## src/rtl/control_unit.sv

```systemverilog
// Fetch/decode/execute sequencer for the accumulator datapath: drives the
// datapath strobes, the ULA operation code and a single-port memory handshake.
module control_unit #(
    parameter int unsigned ULA_LATENCY = 1,
    parameter int unsigned MEM_TIMEOUT = 15
) (
    input  logic       clock,
    input  logic       reset,
    input  logic       run,
    input  logic [7:0] ir_value,
    input  logic       mem_ready,
    output logic       mem_read,
    output logic       mem_write,
    output logic       addr_sel,
    output logic       pc_inc,
    output logic       ir_reg_write,
    output logic       mar_reg_write,
    output logic       gp_reg_write,
    output logic       gp_reg_read,
    output logic       latch_ula,
    output logic       grab_ula,
    output logic [3:0] ula_operation,
    output logic       halted,
    output logic       fault,
    output logic       illegal_op
);

    typedef enum logic [2:0] {
        S_IDLE, S_FETCH, S_DECODE, S_OPER, S_EXEC, S_WB, S_HALT, S_FAULT
    } state_t;

    localparam logic [3:0] OP_NOP = 4'h0;
    localparam logic [3:0] OP_LDI = 4'h1;
    localparam logic [3:0] OP_ALU = 4'h2;
    localparam logic [3:0] OP_STO = 4'h3;
    localparam logic [3:0] OP_HLT = 4'hF;

    state_t      state_r;
    state_t      state_next_s;
    logic [7:0]  wait_r;
    logic [2:0]  lat_r;
    logic [3:0]  opcode_s;
    logic        wait_limit_s;
    logic        lat_last_s;
    logic        mem_state_s;

    assign opcode_s     = ir_value[7:4];
    assign wait_limit_s = (wait_r == 8'(MEM_TIMEOUT));
    assign lat_last_s   = (lat_r == 3'(ULA_LATENCY - 1));
    assign mem_state_s  = (state_r == S_FETCH) || (state_r == S_OPER) || (state_r == S_WB);

    // State register plus wait/latency counters; both counters clear on any state change.
    always_ff @(posedge clock) begin
        if (reset) begin
            state_r <= S_IDLE;
            wait_r  <= 8'd0;
            lat_r   <= 3'd0;
        end else begin
            state_r <= state_next_s;
            if (state_next_s != state_r) begin
                wait_r <= 8'd0;
                lat_r  <= 3'd0;
            end else begin
                wait_r <= mem_state_s ? (wait_r + 8'd1) : wait_r;
                lat_r  <= (state_r == S_EXEC) ? (lat_r + 3'd1) : lat_r;
            end
        end
    end

    // Next-state and strobe decode; ready-qualified strobes are Mealy.
    always_comb begin
        state_next_s  = state_r;
        mem_read      = 1'b0;
        mem_write     = 1'b0;
        addr_sel      = 1'b0;
        pc_inc        = 1'b0;
        ir_reg_write  = 1'b0;
        mar_reg_write = 1'b0;
        gp_reg_write  = 1'b0;
        gp_reg_read   = 1'b0;
        latch_ula     = 1'b0;
        grab_ula      = 1'b0;
        ula_operation = 4'h0;
        halted        = 1'b0;
        fault         = 1'b0;
        illegal_op    = 1'b0;
        case (state_r)
            S_IDLE: begin
                if (run) begin
                    state_next_s = S_FETCH;
                end else begin
                    state_next_s = S_IDLE;
                end
            end
            S_FETCH: begin
                mem_read = 1'b1;
                if (mem_ready) begin
                    ir_reg_write = 1'b1;
                    pc_inc       = 1'b1;
                    state_next_s = S_DECODE;
                end else if (wait_limit_s) begin
                    state_next_s = S_FAULT;
                end else begin
                    state_next_s = S_FETCH;
                end
            end
            S_DECODE: begin
                case (opcode_s)
                    OP_NOP:                 state_next_s = S_FETCH;
                    OP_LDI, OP_ALU, OP_STO: state_next_s = S_OPER;
                    OP_HLT:                 state_next_s = S_HALT;
                    default: begin
                        illegal_op   = 1'b1;
                        state_next_s = S_FETCH;
                    end
                endcase
            end
            S_OPER: begin
                mem_read = 1'b1;
                if (mem_ready) begin
                    pc_inc = 1'b1;
                    case (opcode_s)
                        OP_LDI: begin
                            gp_reg_write = 1'b1;
                            state_next_s = S_FETCH;
                        end
                        OP_ALU: state_next_s = S_EXEC;
                        OP_STO: begin
                            mar_reg_write = 1'b1;
                            state_next_s  = S_WB;
                        end
                        default: state_next_s = S_FETCH;
                    endcase
                end else if (wait_limit_s) begin
                    state_next_s = S_FAULT;
                end else begin
                    state_next_s = S_OPER;
                end
            end
            S_EXEC: begin
                // Operand stays on the bus for the whole ULA evaluation.
                mem_read      = 1'b1;
                gp_reg_read   = 1'b1;
                ula_operation = ir_value[3:0];
                if (lat_last_s) begin
                    // A reset arriving on the capture cycle must not corrupt the result latch.
                    latch_ula    = ~reset;
                    state_next_s = S_FETCH;
                end else begin
                    state_next_s = S_EXEC;
                end
            end
            S_WB: begin
                addr_sel  = 1'b1;
                mem_write = 1'b1;
                grab_ula  = 1'b1;
                if (mem_ready) begin
                    state_next_s = S_FETCH;
                end else if (wait_limit_s) begin
                    state_next_s = S_FAULT;
                end else begin
                    state_next_s = S_WB;
                end
            end
            S_HALT: begin
                halted       = 1'b1;
                state_next_s = S_HALT;
            end
            S_FAULT: begin
                fault        = 1'b1;
                state_next_s = S_FAULT;
            end
            default: state_next_s = S_IDLE;
        endcase
    end

endmodule

```

## config.mk

```make
export PLATFORM = sky130hd
export DESIGN_NAME = control_unit
export DESIGN_NICKNAME = d
export VERILOG_FILES = /design/src/rtl/control_unit.sv
export SDC_FILE = /design/constraint.sdc
export NUM_CORES = 1
export LEC_CHECK = 0
export CAP_MARGIN = 40
export CORE_MARGIN = 5
export CORE_UTILIZATION = 50
export DETAILED_ROUTE_END_ITERATION = 10
export HOLD_SLACK_MARGIN = 0.06
export PLACE_DENSITY = 0.79
export SYNTH_ARGS = -nofsm -noshare
export SYNTH_HDL_FRONTEND = slang
export SYNTH_SLANG_ARGS = --single-unit
```

## constraint.sdc

```tcl
create_clock -name clock -period 3.3 [get_ports clock]
set_input_delay 0.33 -clock clock [delete_from_list [all_inputs] [get_ports clock]]
set_output_delay 0.33 -clock clock [all_outputs]
set_load 0.02 [all_outputs]
```

* After elaboration in Yosys (flattened, before gate mapping)
Index checks and enable logic that the tools add are counted.
** Operators by class
- Muxes and demuxes :: 30
- Add/subtract/negate cells :: 2
- Reductions and logical operators :: 10
- Eq/ne operators :: 13
- Bitwise operators :: 1
** Operators by type and width (number)
- 3-bit case mux with 8 select lines :: 1
- 1-bit two-way mux :: 19
- 3-bit two-way mux :: 6
- 3-bit equality test, second input constant :: 4
- 3-bit case mux with 2 select lines :: 2
- 8-bit by 1-bit adder with 8-bit output, second input constant :: 1
- 4-bit by 2-bit equality test with 1-bit output, second input constant :: 2
- 8-bit by 4-bit equality test with 1-bit output, second input constant :: 1
- 3-bit by 2-bit equality test with 1-bit output, second input constant :: 2
- 3-bit zero test :: 2
- 3-bit OR reduction :: 2
- 5-bit OR reduction :: 1
- 4-bit by 1-bit equality test with 1-bit output, second input constant :: 1
- 4-bit equality test, second input constant :: 1
- 4-bit zero test :: 1
- 4-bit two-way mux :: 1
- 2-bit OR reduction :: 2
- 3-bit by 1-bit adder with 3-bit output, second input constant :: 1
- 3-bit by 1-bit equality test with 1-bit output, second input constant :: 1
- 3-bit inequality test :: 1
- 1-bit logical OR :: 2
- 2-bit two-way mux :: 1
- 1-bit inverter :: 1
** Storage, ports and cells
- Flip-flop bits (word level) :: 14
- Input bits :: 12
- Output and inout port bits :: 17

* Depth between registers and ports, before layout
Gate-level depths: netlist of run 1.
- Depth in word-level cells :: 6
- Mapped depth :: 7
- Mapped depth without buffers :: 6

* Worst setup path after synthesis of run 1
Ideal clock, no wire load.
- Kind :: register -> output
- Start :: register state_r[1]
- End :: output port latch_ula
- Stages on the path, launching flop included :: 5
- Path buffers :: 2
- Required time :: 2.970 ns
- Arrival :: 1.513 ns
- Path slack :: 1.457 ns
- Cell sequence :: dfxtp_1 -> buf_4 -> nor3b_1 -> buf_2 -> nor3b_1
** Between the ends
- Longest elaborated chain between the ends :: 2
** Ends and longest elaborated chain
- start: declaration :: RTL line 38 : state_t state_r;
- start signal: assignment :: RTL line 59 : state_r <= state_next_s;
- 3-bit equality test :: RTL line 87 : case (state_r)
- 1-bit two-way mux :: RTL line 87
- end: declaration :: RTL line 20 : output logic latch_ula,
Every way passes these cells.

* Worst setup path after layout of run 1
- Start :: register state_r[1]
- End :: output port mar_reg_write
** Between the ends
- Longest elaborated chain between the ends :: 2
** Ends and longest elaborated chain
- 3-bit by 2-bit equality test with 1-bit output :: RTL line 87
- 1-bit two-way mux :: RTL line 87
- end: declaration :: RTL line 17 : output logic mar_reg_write,
Every way passes these cells.

==> results_dict.tcl, run 1 <==
set metrics [dict create \
    result_of_the_run "finished, final reports clean" \
    worst_pin_slew_ns 0.5150 \
    yosysUniqueCellTypes 36 \
    final_cell_count_no_fill 175 \
    drt_iter0_markers 29 \
    worstHoldPathType "register to register" \
    area.growth.synth_to_final_pct 27.74 \
    clkSinkCount 14 \
    grt_antenna_before_repair 0 \
    drive_gt1_share_pct 12.16 \
    worst_ep_arrival_time_ns 2.24 \
    synth_seq_area_share_pct 27.25 \
    core_um2 1962 \
    cts_made_buffers 3 \
    clock_tree_from_tritoncts "done" \
    cts.path.max_buffers 2 \
    gr-usage-all-layers_pct 16.23 \
    grt_start_max_net_pins 14 \
    die_w_um 55.36 \
    dieHeight_um 55.36 \
    placed_wire_length_estimate_um 1830 \
    floorplan.rows 16 \
    number_of_setup_violations_in_the_final_report 0 \
    clock_tree.htree_level_count 1 \
    power_frac_clock_pct 34.0 \
    total_switching_power_uw 106.4 \
    clkTransAtPathRegs_ns 0.09 \
    via_count 963 \
    initial_core_util_pct 52.42 \
    layout_worst_path_cycle_share_pct 77.78 \
    ir_drop_mv 0.2448 \
    most_common_cell_after_layout_fill_and_taps_aside "clkdlybuf4s50_1" \
    post-route-cell-area_um2 1314 \
    final_net_count 164 \
    ios 29 \
    gr-total-overflow 0 \
    post-place-cells 171 \
    hold_fix_buffer_count_after_cts 0 \
    place.port_buffers 28 \
    final.setup_skew_ns 0.006693 \
    setup_repair_after_global_routing_missed_its_margin "no" \
    swShare_pct 28.14 \
    synth_edf_count 0 \
    ys.warnings.count 0 \
    cellInternalPower_uw 271.7 \
    endpoint_kind_of_the_worst_setup_timing_path "output port" \
    static_leakage_nw 0.4664 \
    diodes 0 \
    yosys_most_used_dff "dfxtp_1" \
    globalplace.congestion 0.7434 \
    detail_route.first_pass.iterations 4 \
    drt_drc_violations_left 0 \
    drv_cap 0 \
    placedInstanceArea_um2 1277 \
    timing.fmax_ghz 0.3896 \
    drt-total-wl_um 2398 \
    synth_async_reset_ratio_pct 0 \
    grt_pass1_wl_um 4064 \
    fin_crit_ns 2.567 \
    timing.critical_path.fanout_max 13 \
    clkLatencyLatePin_ns 0.29 \
    critical_path.startpoint_type "register" \
    drtAntennaViolNets 0 \
    ctsResizeCount 0 \
    synthesis.area_um2 1028 \
    vias_per_cell 5.503 \
    power.share.sequential_pct 47.3 \
    timing.slew.headroom_pct 65.66 \
    timing.setup.tns_ns 0 \
    type_of_the_worst_setup_path "register to output port" \
    timing_max_transition_violations_final 0 \
    n_fill_cell 187 \
    power_frac_comb_pct 18.7 \
    syn-num-nets 138 \
    most-common-layout-cells "clkdlybuf4s50_1, dfxtp_1, nor2_1, nor3_1, nand2_1" \
    cts-root-buf "clkbuf_4" \
    post_cts.repair.setup_buffers 0 \
    die_area_um2 3064 \
    hold_violations 0 \
    syn-mean-instance-area_um2 8.362 \
    synthCells 123 \
    yosys_register_bits 14 \
    avgRoutedWirePerCell_um 13.70 \
    via_count_of_the_first_global_routing_pass 939 \
    power.density_nw_per_um2 287.8 \
    worst_ep_required_time_ns 2.97 \
]
[metal layers]
metal / vias up / global-route usage (%) / wire length, um
met5: - / 0 / 0
met1: 447 / 17.71 / 960
met4: 0 / 5.556 / 21
li1: 478 / - / -
met3: 4 / 6.061 / 146
met2: 34 / 28.55 / 1270
[kinds of logic after synthesis]
kind of cell / after synthesis / synth area share (%)
simple gates: 60 / 36.50
compound gates: 19 / 13.26
buf+inv: 17 / 10.71
flops: 14 / 27.25
xor+xnor: 9 / 7.665
fa+ha+maj: 3 / 3.650
mux: 1 / 0.9733
[critical path, stage by stage (launching register included)]
cell and delay [ns]:
dfxtp_1 0.60, inv_1 0.18, nor3_1 0.26, nand4_1 0.16, nor2_1 0.12, clkdlybuf4s50_1 0.61
[worst paths after layout]
check | slack [ns] | cells after the start | endpoint | from
max | 0.73 | 5 | mar_reg_write | state_r[1]
min | 0.58 | 2 | wait_r[1] | wait_r[1]
max reg2reg | 1.50 | 6 | wait_r[3] | wait_r[0]
min reg2reg | 0.58 | 2 | wait_r[1] | wait_r[1]
[stage by stage]
| step | utilization [%] | setup WS, ns | hold WS [ns] | power, mW |
|---|---|---|---|---|
| global route | 66.96 | 0.5710 | 0.6169 | 0.3976 |
| floorplan | - | 1.457 | 0.3991 | 0.2285 |
| CTS | 66.96 | 0.7297 | 0.5863 | 0.3807 |
| detailed placement | 65.11 | 0.8936 | 0.5620 | 0.2518 |
| finish | 66.96 | 0.7333 | 0.5798 | 0.3782 |
| global placement | 64.73 | 0.9515 | 0.5443 | 0.2493 |
[area by class of cell]
class	count	area [um2]	share of cell area, %
flip-flops and latches	14	280.3	21.33
well taps	27	33.78	2.571
multi-input cells	92	638.1	48.57
repair buffers	30	295.3	22.48
inverters	8	30.03	2.286
clock buffers	4	36.28	2.762
[cells in the mapped netlist (2+ instances only)]
cell type  number  area [um2]
a211oi_1        2       15.01
a21oi_1         4       20.02
a221o_1         2       20.02
and2_1          6       37.54
buf_4           4       30.03
buf_6           4       45.04
dfxtp_1        14       280.3
ha_1            3       37.54
inv_1           8       30.03
nand2_1         9       33.78
nand3_1         4       20.02
nor2_1         11       41.29
nor3_1         11       55.05
nor3_2          5       50.05
nor3b_1         3       22.52
nor4_4          2       42.54
o21ai_0         4       20.02
o21ai_1         2       10.01
xnor2_1         7       61.31
xor2_1          2       17.52
[power by group through the flow]
stage | logic [mW] | registers (mW) | clock network (mW)
2_1_floorplan | 0.0509 | 0.178 | 0
3_3_place_gp | 0.0670 | 0.182 | 0
3_5_place_dp | 0.0694 | 0.182 | 0
4_1_cts | 0.0704 | 0.179 | 0.132
5_1_grt | 0.0763 | 0.179 | 0.142
6_report | 0.0706 | 0.179 | 0.129
[sequential cells by signal, indices dropped and copies added, names as in the netlist]
name     count
lat_r        3
state_r      3
wait_r       8
No activity file was read; power rests on OpenSTA's default activity.
==> run 2: changes to the inputs <==
--- a/config.mk
+++ b/config.mk
@@ -7,10 +7,10 @@
 export LEC_CHECK = 0
 export CAP_MARGIN = 40
 export CORE_MARGIN = 5
-export CORE_UTILIZATION = 50
+export CORE_UTILIZATION = 42
 export DETAILED_ROUTE_END_ITERATION = 10
 export HOLD_SLACK_MARGIN = 0.06
-export PLACE_DENSITY = 0.79
+export PLACE_DENSITY = 0.7
 export SYNTH_ARGS = -nofsm -noshare
 export SYNTH_HDL_FRONTEND = slang
 export SYNTH_SLANG_ARGS = --single-unit
==> constraint.sdc (replaced) <==
create_clock -name clock -period 2.05 [get_ports clock]
set_input_delay 0.205 -clock clock [delete_from_list [all_inputs] [get_ports clock]]
set_output_delay 0.205 -clock clock [all_outputs]
set_load 0.02 [all_outputs]
==> run 2 against run 1 <==
Effect of this change: clock power is 61% higher; die area grew 15%; register-to-register slack worse by 1.1 ns; critical path depth down 1; global-route usage decreased by 1.4 points; sequential power up 57%; via count is 3.1% higher; worst hold slack improved by 0.0027 ns; sequential share of layout area is 1.5 points lower; combinational power is 88% higher; clock skew is 0.0031 ns higher; flip-flop and latch count stayed put; critical path type unchanged; critical endpoint is now ula_operation[3]; largest power group unchanged.
==> results_dict.tcl, run 2 (synthesized netlist as in run 1, its figures left out) <==
set metrics [dict create \
    grt_antenna_before_repair 0 \
    reg_top3 "wait_r (8), lat_r (3), state_r (3)" \
    endpoint_kind_of_the_worst_setup_timing_path "output port" \
    worstHoldPathType "register to register" \
    most_common_cell_after_layout_fill_and_taps_aside "clkdlybuf4s50_1" \
    number_of_setup_violations_in_the_final_report 0 \
    globalplace.congestion 0.8085 \
    hold_fix_buffer_count_after_cts 0 \
    place.port_buffers 28 \
    worst_pin_slew_ns 0.4976 \
    final_core_utilization_pct 58.72 \
    area.growth.synth_to_final_pct 37.59 \
    detail_route.first_pass.iterations 4 \
    reg2reg_depth 5 \
    critical_path.startpoint_type "register" \
    cts-root-buf "clkbuf_4" \
    final.setup_skew_ns 0.009765 \
    power.density_nw_per_um2 439.8 \
    worst_ep_arrival_time_ns 1.80 \
    post_cts.repair.setup_buffers 0 \
    clock_tree_from_tritoncts "done" \
    ir_drop_mv 0.4641 \
    drive_gt1_share_pct 18.87 \
    dieHeight_um 59.49 \
    slowest_delay_ns 0.60 \
    diodes 0 \
    clkSinkCount 14 \
    rr_endpoint "wait_r[3]" \
    hold_path.startpoint "wait_r[5]" \
    timing.setup.tns_ns 0 \
    largest_register_ffs 8 \
    timing_max_transition_violations_final 0 \
    core_um2 2410 \
    result_of_the_run "finished, final reports clean" \
    cts_made_buffers 3 \
    cts.path.max_buffers 2 \
    final_net_count 175 \
    die_w_um 59.49 \
    cell_family_with_the_largest_share_of_critical_path_delay "buffers and inverters" \
    via_count_of_the_first_global_routing_pass 966 \
    drt-total-wl_um 2492 \
    grt_pass1_wl_um 4084 \
    vias_per_cell 5.254 \
    fin_crit_ns 2.002 \
    n_fill_cell 229 \
    layout_worst_path_cycle_share_pct 97.65 \
    cp.buffers_inverters 2 \
    drtAntennaViolNets 0 \
    rrSetupSlack_ns 0.38 \
    die_area_um2 3538 \
    type_of_the_worst_setup_path "register to output port" \
    timing.critical_path.fanout_max 9 \
    initial_core_util_pct 42.68 \
    via_count 993 \
    worst_ep_required_time_ns 1.85 \
    gr-total-overflow 0 \
    hold_violations 0 \
    most-common-layout-cells "clkdlybuf4s50_1, dfxtp_1, buf_4" \
    drv_cap 0 \
    grt_start_max_net_pins 12 \
    critPathLaunch "state_r[1]" \
    static_leakage_nw 0.6788 \
    floorplan.rows 18 \
    worstPathCellList "nor3b_2 -> buf_4 -> and2_1 -> clkdlybuf4s50_1" \
    clock_tree.htree_level_count 1 \
    setup_repair_after_global_routing_missed_its_margin "no" \
    timing.slew.headroom_pct 66.82 \
    clkTransAtPathRegs_ns 0.10 \
    placed_wire_length_estimate_um 1940 \
    timing.fmax_ghz 0.4995 \
    clkLatencyLatePin_ns 0.29 \
    max_flop_register "wait_r" \
    drt_iter0_markers 13 \
    worstSetupEndpoint "ula_operation[3]" \
    slowest_stage "clkdlybuf4s50_1" \
    avgRoutedWirePerCell_um 13.19 \
    drt_drc_violations_left 0 \
    ios 29 \
    gr-usage-all-layers_pct 14.80 \
    r2r-start "state_r[1]" \
    worst-path-stages 4 \
]
## run 2: timing repair
| action | 4_1_cts | 5_1_grt |
|---|---|---|
| resized for setup | 7 | 7 |
| hold endpoints to repair | 0 | 0 |
| setup endpoints to repair | 10 | 7 |
## run 2: layout make-up
| type | count | area, um2 | area share, % |
|---|---|---|---|
| Multi-Input combinational cell | 92 | 643.1 | 45.45 |
| Timing Repair Buffer | 41 | 387.9 | 27.41 |
| Sequential cell | 14 | 280.3 | 19.81 |
| Tap cell | 30 | 37.54 | 2.653 |
| Clock buffer | 4 | 36.28 | 2.564 |
| Inverter | 8 | 30.03 | 2.122 |
## run 2: worst min-delay path by stage
stage / slack (ns) / endpoint / depth (start not counted)
floorplan: 0.27 / state_r[1] / 1
global placement: 0.55 / wait_r[1] / 2
detailed placement: 0.57 / wait_r[5] / 2
CTS: 0.58 / state_r[1] / 2
global route: 0.58 / state_r[1] / 2
finish: 0.58 / wait_r[5] / 2
## run 2: through the flow
step | power (mW) | worst slack [ns] | hold WS [ns] | std cells | instance area (um2)
6_report | 0.6224 | 0.04810 | 0.5826 | 189 | 1415
5_1_grt | 0.6556 | 0.005110 | 0.5778 | 189 | 1415
4_1_cts | 0.6302 | 0.008963 | 0.5757 | 189 | 1398
3_5_place_dp | 0.4223 | -0.03261 | 0.5666 | 185 | 1364
3_3_place_gp | 0.4189 | 0.02084 | 0.5454 | 185 | 1364
2_1_floorplan | 0.3678 | 0.3316 | 0.2741 | 123 | 1028
## run 2: routing by layer
| layer | track usage [%] | up-vias | wire length [um] |
|---|---|---|---|
| li1 | - | 499 | - |
| met1 | 16.86 | 466 | 1031 |
| met2 | 26.21 | 22 | 1287 |
| met3 | 3.486 | 6 | 135 |
| met4 | 5.825 | 0 | 38 |
| met5 | 0 | - | 0 |
## run 2: power breakdown
part | switching [mW] | total, mW | internal [mW]
combinational | 0.0703 | 0.133 | 0.0628
sequential | 0.00449 | 0.281 | 0.277
clock | 0.100 | 0.208 | 0.108
## run 2: worst reg2reg max path, delay by kind of cell (launching register included)
kind	cells	cell delay (ns)
buffers and inverters	1	0.18
AOI/OAI and AO/OA	2	0.62
DFF	1	0.35
and+or+nand+nor	2	0.43
